[src/rtl/countdown_seq_ctrl.sv]
// countdown_seq_ctrl: turns a 0..99 sub-second counter into a seconds countdown timer.
//
// Ports:
//   clk, rst       rising-edge clock; synchronous active-high reset
//   start          arms the timer with load_sec (legal range 1..MAX_SEC)
//   pause_tog      toggles between RUN and PAUSE
//   abort          returns to IDLE from any state and clears secs
//   load_sec       initial seconds, sampled only on an accepted start
//   tick           base-rate tick, forwarded to the counter only in RUN
//   sub_timeout    wrap pulse from the sub-second counter
//   sub_incre      increment to the sub-second counter
//   sub_rst_n      active-low clear to the sub-second counter (released in RUN/PAUSE)
//   secs           remaining seconds
//   running/paused state decodes
//   expired        one-cycle pulse when the countdown reaches 0
//   load_err       one-cycle pulse on a rejected start
module countdown_seq_ctrl #(
  parameter int unsigned SEC_W   = 7,
  parameter int unsigned MAX_SEC = 99
) (
  input  logic             clk,
  input  logic             rst,
  input  logic             start,
  input  logic             pause_tog,
  input  logic             abort,
  input  logic [SEC_W-1:0] load_sec,
  input  logic             tick,
  input  logic             sub_timeout,
  output logic             sub_incre,
  output logic             sub_rst_n,
  output logic [SEC_W-1:0] secs,
  output logic             running,
  output logic             paused,
  output logic             expired,
  output logic             load_err
);

  localparam logic [SEC_W-1:0] MaxSec = SEC_W'(MAX_SEC);
  localparam logic [SEC_W-1:0] OneSec = SEC_W'(1);

  typedef enum logic [2:0] {
    StIdle  = 3'd0,
    StArm   = 3'd1,
    StRun   = 3'd2,
    StPause = 3'd3,
    StDone  = 3'd4
  } state_e;

  state_e           state_q, state_d;
  logic [SEC_W-1:0] secs_q, secs_d;
  logic             expired_q, expired_d;
  logic             load_err_q, load_err_d;
  logic             load_ok;

  always_comb begin
    state_d    = state_q;
    secs_d     = secs_q;
    expired_d  = 1'b0;
    load_err_d = 1'b0;
    load_ok    = (load_sec != '0) && (load_sec <= MaxSec);

    if (abort) begin
      // Abort beats everything, including a coincident expiry.
      state_d = StIdle;
      secs_d  = '0;
    end else begin
      case (state_q)
        StIdle, StDone: begin
          if (start) begin
            if (load_ok) begin
              secs_d  = load_sec;
              state_d = StArm;
            end else begin
              load_err_d = 1'b1;
            end
          end
        end
        StArm: state_d = StRun;
        StRun, StPause: begin
          // A timeout still counts in PAUSE: it comes from a tick in the last RUN cycle.
          if (sub_timeout) begin
            if (secs_q == OneSec) begin
              secs_d    = '0;
              state_d   = StDone;
              expired_d = 1'b1;
            end else if (secs_q != '0) begin
              secs_d = secs_q - OneSec;
            end
          end
          if (pause_tog && !expired_d) begin
            state_d = (state_q == StRun) ? StPause : StRun;
          end
        end
        default: begin
          state_d = StIdle;
          secs_d  = '0;
        end
      endcase
    end
  end

  always_ff @(posedge clk) begin
    if (rst) begin
      state_q    <= StIdle;
      secs_q     <= '0;
      expired_q  <= 1'b0;
      load_err_q <= 1'b0;
    end else begin
      state_q    <= state_d;
      secs_q     <= secs_d;
      expired_q  <= expired_d;
      load_err_q <= load_err_d;
    end
  end

  // Only sub_incre sees an input directly; the rest decode the state register.
  assign sub_incre = tick && (state_q == StRun);
  assign sub_rst_n = (state_q == StRun) || (state_q == StPause);
  assign running   = (state_q == StRun);
  assign paused    = (state_q == StPause);
  assign secs      = secs_q;
  assign expired   = expired_q;
  assign load_err  = load_err_q;

endmodule

[config.mk]
export PLATFORM = sky130hd
export DESIGN_NAME = countdown_seq_ctrl
export DESIGN_NICKNAME = d
export VERILOG_FILES = /design/src/rtl/countdown_seq_ctrl.sv
export SDC_FILE = /design/constraint.sdc
export NUM_CORES = 1
export LEC_CHECK = 0
export ABC_AREA = 1
export CAP_MARGIN = 20
export CORE_AREA = 5 5 62 50
export CTS_CLUSTER_SIZE = 30
export DETAILED_ROUTE_END_ITERATION = 6
export DIE_AREA = 0 0 67 55
export GPL_TIMING_DRIVEN = 0
export PLACE_DENSITY = 0.75
export SYNTH_ARGS = -nofsm -noshare
export SYNTH_HDL_FRONTEND = slang
export SYNTH_SLANG_ARGS = --single-unit
[constraint.sdc]
create_clock -name clk -period 1.75 [get_ports clk]
set_input_delay 0.4375 -clock clk [delete_from_list [all_inputs] [get_ports clk]]
set_output_delay 0.4375 -clock clk [all_outputs]
set_load 0.05 [all_outputs]
==> PnR_summary.wiki, run 1 <==
{| class="wikitable"
! Metric !! Value
|-
| Sink Count || 12
|-
| Core outline area || 2460 µm²
|-
| HPWL after DPL || 1.88 mm
|-
| Clock root buffer master || sky130_fd_sc_hd__clkbuf_4
|-
| Class of the most critical hold timing path || register to register
|-
| Detailed-route wire length per cell || 11.3 µm
|-
| Number of standard cells in the final layout excluding fillers || 210
|-
| Delay of the slowest cell on the worst path || 530 ps
|-
| H-tree level count || 1
|-
| Setup slack of the critical path after layout || 57.8 ps
|-
| Async SR Flop Fraction || 0
|-
| Total CTS buffers || 3
|-
| Peak fanout along the critical path || 6
|-
| Footprint of the flip-flops and latches || 243 µm²
|-
| Clock insertion delay at the later pin of the skew report || 280 ps
|-
| Number of distinct library cell variants in the gate-level netlist after synthesis || 21
|-
| Starting utilization of the core area || 0.354
|-
| Final Skew || 4.30 ps
|-
| Vias in the first global route || 881
|-
| Total via count in the routed design || 967
|-
| Power, Total || 790 µW
|-
| Number of primary I/O pins || 27
|-
| Pre-CTS setup slack || -536 ps
|-
| Total setup violations reported at the end of the flow || 0
|-
| Commonest non-fill, non-tap cells in the layout || sky130_fd_sc_hd__nand2_1 (38), sky130_fd_sc_hd__inv_1 (23), sky130_fd_sc_hd__nor2_1 (19)
|-
| Number of failing hold endpoints at the final stage || 0
|-
| Peak supply drop || 268 µV
|-
| Std cell rows || 16
|-
| Yosys Warn Count || 0
|-
| Post-Syn Nets || 160
|-
| RSZ-0062 raised after global routing || false
|-
| Worst Max-Slew Pin Slew || 619 ps
|-
| Die ar. || 3690 µm²
|-
| Static Leakage || 0.000617 µW
|-
| Routability congestion estimate from global placement || 0.931
|-
| Flip-flop and latch count after synthesis || 12
|-
| Hold_buf cts || 0
|-
| Total inserted antenna cells || 0
|-
| Height of the die || 55 µm
|-
| Switching power total || 307 µW
|-
| Routed WL || 2.38 mm
|-
| TritonRoute pass-1 iters || 4
|-
| Total standard cell area after synthesis || 871 µm²
|-
| Arrival time reported for the critical path endpoint || 1250 ps
|-
| Number of input and output port buffers inserted || 26
|-
| Slowest cell on the critical path || sky130_fd_sc_hd__clkdlybuf4s15_1
|-
| Max-slew violation count || 0
|-
| Most common library cell in the layout ignoring fill and taps || sky130_fd_sc_hd__nand2_1
|-
| Drt via density || 4.60
|-
| Share of total power in combinational logic || 0.388
|-
| Clock slew at reported path FFs || 80 ps
|-
| Synthesized instance count || 144
|-
| 1st-iter DRT viols || 48
|-
| Area growth from synthesis to layout || 38.5%
|-
| Register area share after synthesis || 0.276
|-
| Number of nets at the end of the flow || 192
|-
| Wire length of the first global-routing pass || 3.78 mm
|-
| Kind of end point of the critical path || output pin
|-
| F_max || 591 MHz
|-
| Internal power of the cells || 483 µW
|-
| Power per cell area || 655 nW/µm²
|-
| Max_slew headroom || 0.586
|-
| Remaining antenna violation count after routing || 0
|-
| Layout cell share with drive strength beyond 1 || 0.167
|-
| Die W || 67 µm
|-
| Part of the power in registers || 0.385
|-
| Required time of the worst setup path || 1310 ps
|-
| Cell family contributing the most delay on the critical path || buffers and inverters
|-
| Crit path buffers/inverters || 1
|-
| Total negative slack || 0 ps
|-
| Syn Area/Cell || 6.05 µm²
|-
| Area of the multi-input gates || 536 µm²
|-
| Post-route fraction of the period consumed by the critical path || 0.967
|-
| Maximum number of pins on one net before global-route repair || 11
|-
| Final-layout fill cell count || 256
|-
| Outcome || finished, final reports clean
|-
| Max capacitance violation total || 0
|-
| Chain of cells forming the critical path || clkdlybuf4s15_1
|-
| Overall track demand over capacity in global routing || 0.135
|-
| Remaining global-route overflow || 0
|-
| DRC viols || 0
|-
| Switching share of total power || 0.389
|-
| Synth Flop Type || sky130_fd_sc_hd__dfxtp_1
|-
| CTS Buffer Depth || 2
|-
| Critical Setup Path Class || register to output pin
|-
| Minimum clock period || 1690 ps
|-
| Count of flip-flops with a built-in enable after synthesis || 0
|-
| Launching element type of the critical path || register
|-
| Number of antenna violations at the first check in global routing || 0
|-
| Number of placed instances with taps included || 206
|-
| Part of the power in the clock network || 0.227
|-
| CTS tree || yes
|}
==> sequential cells by signal (all words and copies together) (netlist names) <==
name	flops
secs	7
state_q	3
load_err	1
expired	1
==> power groups by stage <==
| stage | Sequential, µW | Clock, µW | Combinational (µW) |
|---|---|---|---|
| 2_1_floorplan | 344 | 0 | 180 |
| 3_3_place_gp | 310 | 0 | 301 |
| 3_5_place_dp | 311 | 0 | 309 |
| 4_1_cts | 304 | 186 | 304 |
| 5_1_grt | 306 | 191 | 334 |
| 6_report | 304 | 179 | 307 |
==> worst register-to-register path: stages (launching register included) <==
cell and delay, ps:
sky130_fd_sc_hd__dfxtp_2 340, sky130_fd_sc_hd__inv_1 120, sky130_fd_sc_hd__ha_1 260, sky130_fd_sc_hd__nand2_2 110
sky130_fd_sc_hd__nor2_1 130, sky130_fd_sc_hd__nand3_2 110, sky130_fd_sc_hd__nand3_2 140, sky130_fd_sc_hd__buf_6 170
sky130_fd_sc_hd__nand2_2 50, sky130_fd_sc_hd__a21oi_1 130
==> per-stage QoR <==
step                hold WS [ps]  cell area, µm²   util
finish                       483            1210  0.490
global route                 502            1210  0.490
CTS                          487            1200  0.489
detailed placement           470            1190  0.485
global placement             470            1190  0.485
floorplan                    540             890      -
==> worst paths after layout <==
check | start | endpoint | slack (ps) | depth (start not counted)
worst min register to register | secs[1] | secs[1] | 480 | 2
worst max-delay path | secs[4] | secs[4] | 60 | 1
worst min-delay path | secs[1] | secs[1] | 480 | 2
worst max register to register | secs[0] | secs[1] | 130 | 9
==> kinds of logic (layout without fill, tap and decap cells) <==
family	after synthesis	count (layout)	share of synthesized area
buffers and inverters	27	57	0.128
adders and majority gates	2	2	0.0287
DFF	12	12	0.276
AOI/OAI and AO/OA	13	13	0.0819
and+or+nand+nor	87	87	0.455
xor gates and xnor gates	3	3	0.0302
==> cell usage after synthesis, types with 4 or more instances <==
cell type | instances | share of area
sky130_fd_sc_hd__o21ai_0 | 4 | 0.023
sky130_fd_sc_hd__nor2_1 | 21 | 0.091
sky130_fd_sc_hd__dfxtp_1 | 12 | 0.28
sky130_fd_sc_hd__inv_1 | 23 | 0.099
sky130_fd_sc_hd__nand2_2 | 5 | 0.036
sky130_fd_sc_hd__nand2_1 | 38 | 0.16
sky130_fd_sc_hd__nor2_2 | 4 | 0.029
sky130_fd_sc_hd__a21oi_1 | 4 | 0.023
sky130_fd_sc_hd__o22ai_1 | 5 | 0.036
sky130_fd_sc_hd__nand3_1 | 12 | 0.069
==> layout make-up <==
cell class | instances | area share
flip-flops and latches | 12 | 0.201
multi-input cells | 105 | 0.444
plain buffers | 1 | 0.00934
inverters | 26 | 0.0830
well taps | 36 | 0.0373
clock buffers | 3 | 0.0187
repair buffers | 27 | 0.206
==> layer usage <==
layer,up-vias,part of all wire,GRT usage
met5,-,0,0
met4,0,0.026,0.0774
met3,9,0.064,0.0323
met2,41,0.46,0.223
met1,409,0.45,0.163
li1,508,-,-
==> repair_timing <==
action,in CTS,in global routing
endpoints found under the setup margin,13,5
pin swaps,1,1
gates cloned,0,0
buffers inserted,1,0
resized for setup,29,6
No activity file was read; power rests on OpenSTA's default activity.
==> run 2: changes to the inputs <==
--- a/config.mk
+++ b/config.mk
@@ -7,10 +7,10 @@
 export LEC_CHECK = 0
 export ABC_AREA = 1
 export CAP_MARGIN = 20
-export CORE_AREA = 5 5 62 50
+export CORE_AREA = 2 2 59 47
 export CTS_CLUSTER_SIZE = 30
 export DETAILED_ROUTE_END_ITERATION = 6
-export DIE_AREA = 0 0 67 55
+export DIE_AREA = 0 0 61 49
 export GPL_TIMING_DRIVEN = 0
 export PLACE_DENSITY = 0.75
 export SYNTH_ARGS = -nofsm -noshare
==> run 2 against run 1 <==
Compared with the run above:
- cell count is 0.95% higher
- sequential cell count unchanged
- routed wire length shrank 3.1%
- core utilization grew 1.2 points
- sequential share of layout area shrank 0.37 points
- total power is 0.28% lower
- clock-buffer cell count stayed put
- worst hold slack better by 1.0 ps
- register-to-register slack improved by 40 ps
- global-route usage up 2.9 points
- final area is 2.4% higher
==> PnR_summary.wiki, run 2 (same netlist as run 1, synthesis figures left out) <==
{| class="wikitable"
! Metric !! Value
|-
| Outcome || finished, final reports clean
|-
| Number of placed instances with taps included || 206 (unchanged)
|-
| Flop-to-flop setup slack || 170 ps (+40 ps)
|-
| Number of antenna violations at the first check in global routing || 0 (unchanged)
|-
| Arrival time reported for the critical path endpoint || 1270 ps (+20 ps)
|-
| Vias in the first global route || 829 (-5.9%)
|-
| Std cell rows || 16 (unchanged)
|-
| Number of input and output port buffers inserted || 26 (unchanged)
|-
| Maximum number of pins on one net before global-route repair || 11 (unchanged)
|-
| Part of the power in registers || 0.386 (about the same)
|-
| Max-slew violation count || 0 (unchanged)
|-
| Met2 wire len || 1.06 mm (-3.5%)
|-
| Hold_buf cts || 0 (unchanged)
|-
| Critical Setup Path Class || register to output pin
|-
| Wire length of the first global-routing pass || 3.68 mm (-2.6%)
|-
| Total inserted antenna cells || 0 (unchanged)
|-
| Drt via density || 4.62 (+0.39%)
|-
| Die W || 61 µm (-9.0%)
|-
| 1st-iter DRT viols || 38 (-21%)
|-
| Clock slew at reported path FFs || 60 ps (-20 ps)
|-
| Routed WL || 2.31 mm (-3.1%)
|-
| Core outline area || 2460 µm² (unchanged)
|-
| Launching element type of the critical path || register
|-
| Clock root buffer master || sky130_fd_sc_hd__clkbuf_4
|-
| Highest metal used || met4
|-
| Remaining antenna violation count after routing || 0 (unchanged)
|-
| Number of nets at the end of the flow || 194 (+1.0%)
|-
| Terminus of the critical flop-to-flop path || secs[0]
|-
| Remaining global-route overflow || 0 (unchanged)
|-
| R2r worst-path depth || 10 (+1)
|-
| Part of the power in the clock network || 0.223 (-0.004)
|-
| Total negative slack || 0 ps (unchanged)
|-
| Max capacitance violation total || 0 (unchanged)
|-
| Max_slew headroom || 0.515 (-0.0709)
|-
| Routed length on met3 || 161 µm (+5.2%)
|-
| Worst Max-Slew Pin Slew || 725 ps (+106 ps)
|-
| DRC viols || 0 (unchanged)
|-
| Clock insertion delay at the later pin of the skew report || 290 ps (about the same)
|-
| Detailed-route wire length per cell || 10.9 µm (-4.0%)
|-
| Switching power total || 303 µW (-1.5%)
|-
| Min-Delay Startpoint || secs[1]
|-
| F_max || 587 MHz (-0.64%)
|-
| Share of total power in combinational logic || 0.392 (+0.004)
|-
| Static Leakage || 0.000631 µW (+2.2%)
|-
| Power per cell area || 638 nW/µm² (-2.6%)
|-
| RSZ-0062 raised after global routing || true
|-
| Overall track demand over capacity in global routing || 0.164 (+0.0286)
|-
| Peak fanout along the critical path || 4 (-2)
|-
| Area growth from synthesis to layout || 41.8%
|-
| Minimum clock period || 1700 ps (+10.9 ps)
|-
| Number of primary I/O pins || 27 (unchanged)
|-
| Peak supply drop || 309 µV (+15%)
|-
| Kind of end point of the critical path || output pin
|-
| Met1 WL || 1.07 mm (+0.19%)
|-
| Final Skew || 13.1 ps (+8.81 ps)
|-
| Power, Total || 788 µW (-0.28%)
|-
| CTS tree || yes
|-
| Starting utilization of the core area || 0.354 (unchanged)
|-
| Switching share of total power || 0.384 (-0.00477)
|-
| HPWL after DPL || 1.70 mm (-9.4%)
|-
| Total setup violations reported at the end of the flow || 0 (unchanged)
|-
| Total CTS buffers || 3 (unchanged)
|-
| Layout Utilization || 0.502 (+0.0117)
|-
| H-tree level count || 1 (unchanged)
|-
| Post-route fraction of the period consumed by the critical path || 0.973 (+0.00622)
|-
| WHS Endpoint || secs[1]
|-
| Number of failing hold endpoints at the final stage || 0 (unchanged)
|-
| Number of standard cells in the final layout excluding fillers || 212 (+0.95%)
|-
| Flip-flop count of the largest register, all copies and words added || 7 (unchanged)
|-
| Class of the most critical hold timing path || register to register
|-
| Area after DPL || 1190 µm² (unchanged)
|-
| Die ar. || 2990 µm² (-19%)
|-
| Commonest non-fill, non-tap cells in the layout || sky130_fd_sc_hd__nand2_1 (38), sky130_fd_sc_hd__inv_1 (23), sky130_fd_sc_hd__nor2_1 (19)
|-
| Internal power of the cells || 485 µW (+0.50%)
|-
| Most common library cell in the layout ignoring fill and taps || sky130_fd_sc_hd__nand2_1
|-
| Layout cell share with drive strength beyond 1 || 0.193 (+0.0265)
|-
| Startpoint of the worst-slack reg-to-reg timing path || secs[0]
|-
| Summed area of non-filler cells in the final layout || 1230 µm² (+2.4%)
|-
| Total via count in the routed design || 980 (+1.3%)
|-
| Height of the die || 49 µm (-11%)
|-
| Required time of the worst setup path || 1310 ps (about the same)
|-
| TritonRoute pass-1 iters || 4 (unchanged)
|-
| Worst hold stages || 2 (unchanged)
|-
| CTS Buffer Depth || 2 (unchanged)
|-
| Routability congestion estimate from global placement || 0.890 (-4.4%)
|-
| Sink Count || 12 (unchanged)
|}
-- run 2: cell count changes in the layout (fill, tap and decap cells not counted), sizes merged --
cell / delta
buf: +1
clkbuf: +1
-- run 2: worst max-delay path: stages, from the launching register on --
cell	delay (ps)
sky130_fd_sc_hd__dfxtp_2	340
sky130_fd_sc_hd__inv_2	50
sky130_fd_sc_hd__nor2_4	150
sky130_fd_sc_hd__buf_6	140
sky130_fd_sc_hd__and3_4	170
sky130_fd_sc_hd__buf_8	140
-- run 2: cell type report --
class	count	area, µm²
Tap cell	36	45.0
Timing Repair Buffer	29	268
Buffer	1	11.3
Fill cell	246	1230
Clock buffer	3	22.5
Multi-Input combinational cell	105	544
Sequential cell	12	244
Inverter	26	100
-- run 2: worst max-delay path by stage --
stage / cells after the start / to / slack [ps] / startpoint
2_1_floorplan: 3 / sub_incre / 100 / state_q[1]
3_3_place_gp: 3 / sub_incre / -530 / tick
3_5_place_dp: 3 / sub_incre / -530 / tick
4_1_cts: 5 / sub_incre / 5 / state_q[1]
5_1_grt: 5 / sub_incre / -20 / state_q[1]
6_report: 5 / sub_incre / 50 / state_q[1]
-- run 2: stage by stage --
step	worst slack [ps]	hold WS, ps
2_1_floorplan	97.6	540
3_3_place_gp	-531	470
3_5_place_dp	-528	469
4_1_cts	4.87	485
5_1_grt	-15.3	526
6_report	46.9	484
-- run 2: repair_timing --
action,in CTS,in global routing
buffers inserted,2,1
setup endpoints to repair,13,11
pin swaps,1,2
resized for setup,31,5
-- run 2: routing by layer --
metal,track usage,vias up
li1,-,510
met1,0.216,428
met2,0.251,40
met3,0.0504,2
met4,0.0580,0
met5,0,-
-- run 2: power by group through the flow --
| stage | registers, µW | logic [µW] | clock network, µW |
|---|---|---|---|
| detailed placement | 310 | 306 | 0 |
| global placement | 310 | 301 | 0 |
| finish | 304 | 308 | 176 |
| floorplan | 344 | 180 | 0 |
| CTS | 304 | 303 | 178 |
| global route | 307 | 338 | 193 |
==> run 3: changes to the inputs <==
--- a/config.mk
+++ b/config.mk
@@ -6,7 +6,7 @@
 export NUM_CORES = 1
 export LEC_CHECK = 0
 export ABC_AREA = 1
-export CAP_MARGIN = 20
+export CAP_MARGIN = 10
 export CORE_AREA = 2 2 59 47
 export CTS_CLUSTER_SIZE = 30
 export DETAILED_ROUTE_END_ITERATION = 6
==> results of run 3 <==
No change in the layout: final DEF, timing and power equal those of run 2.
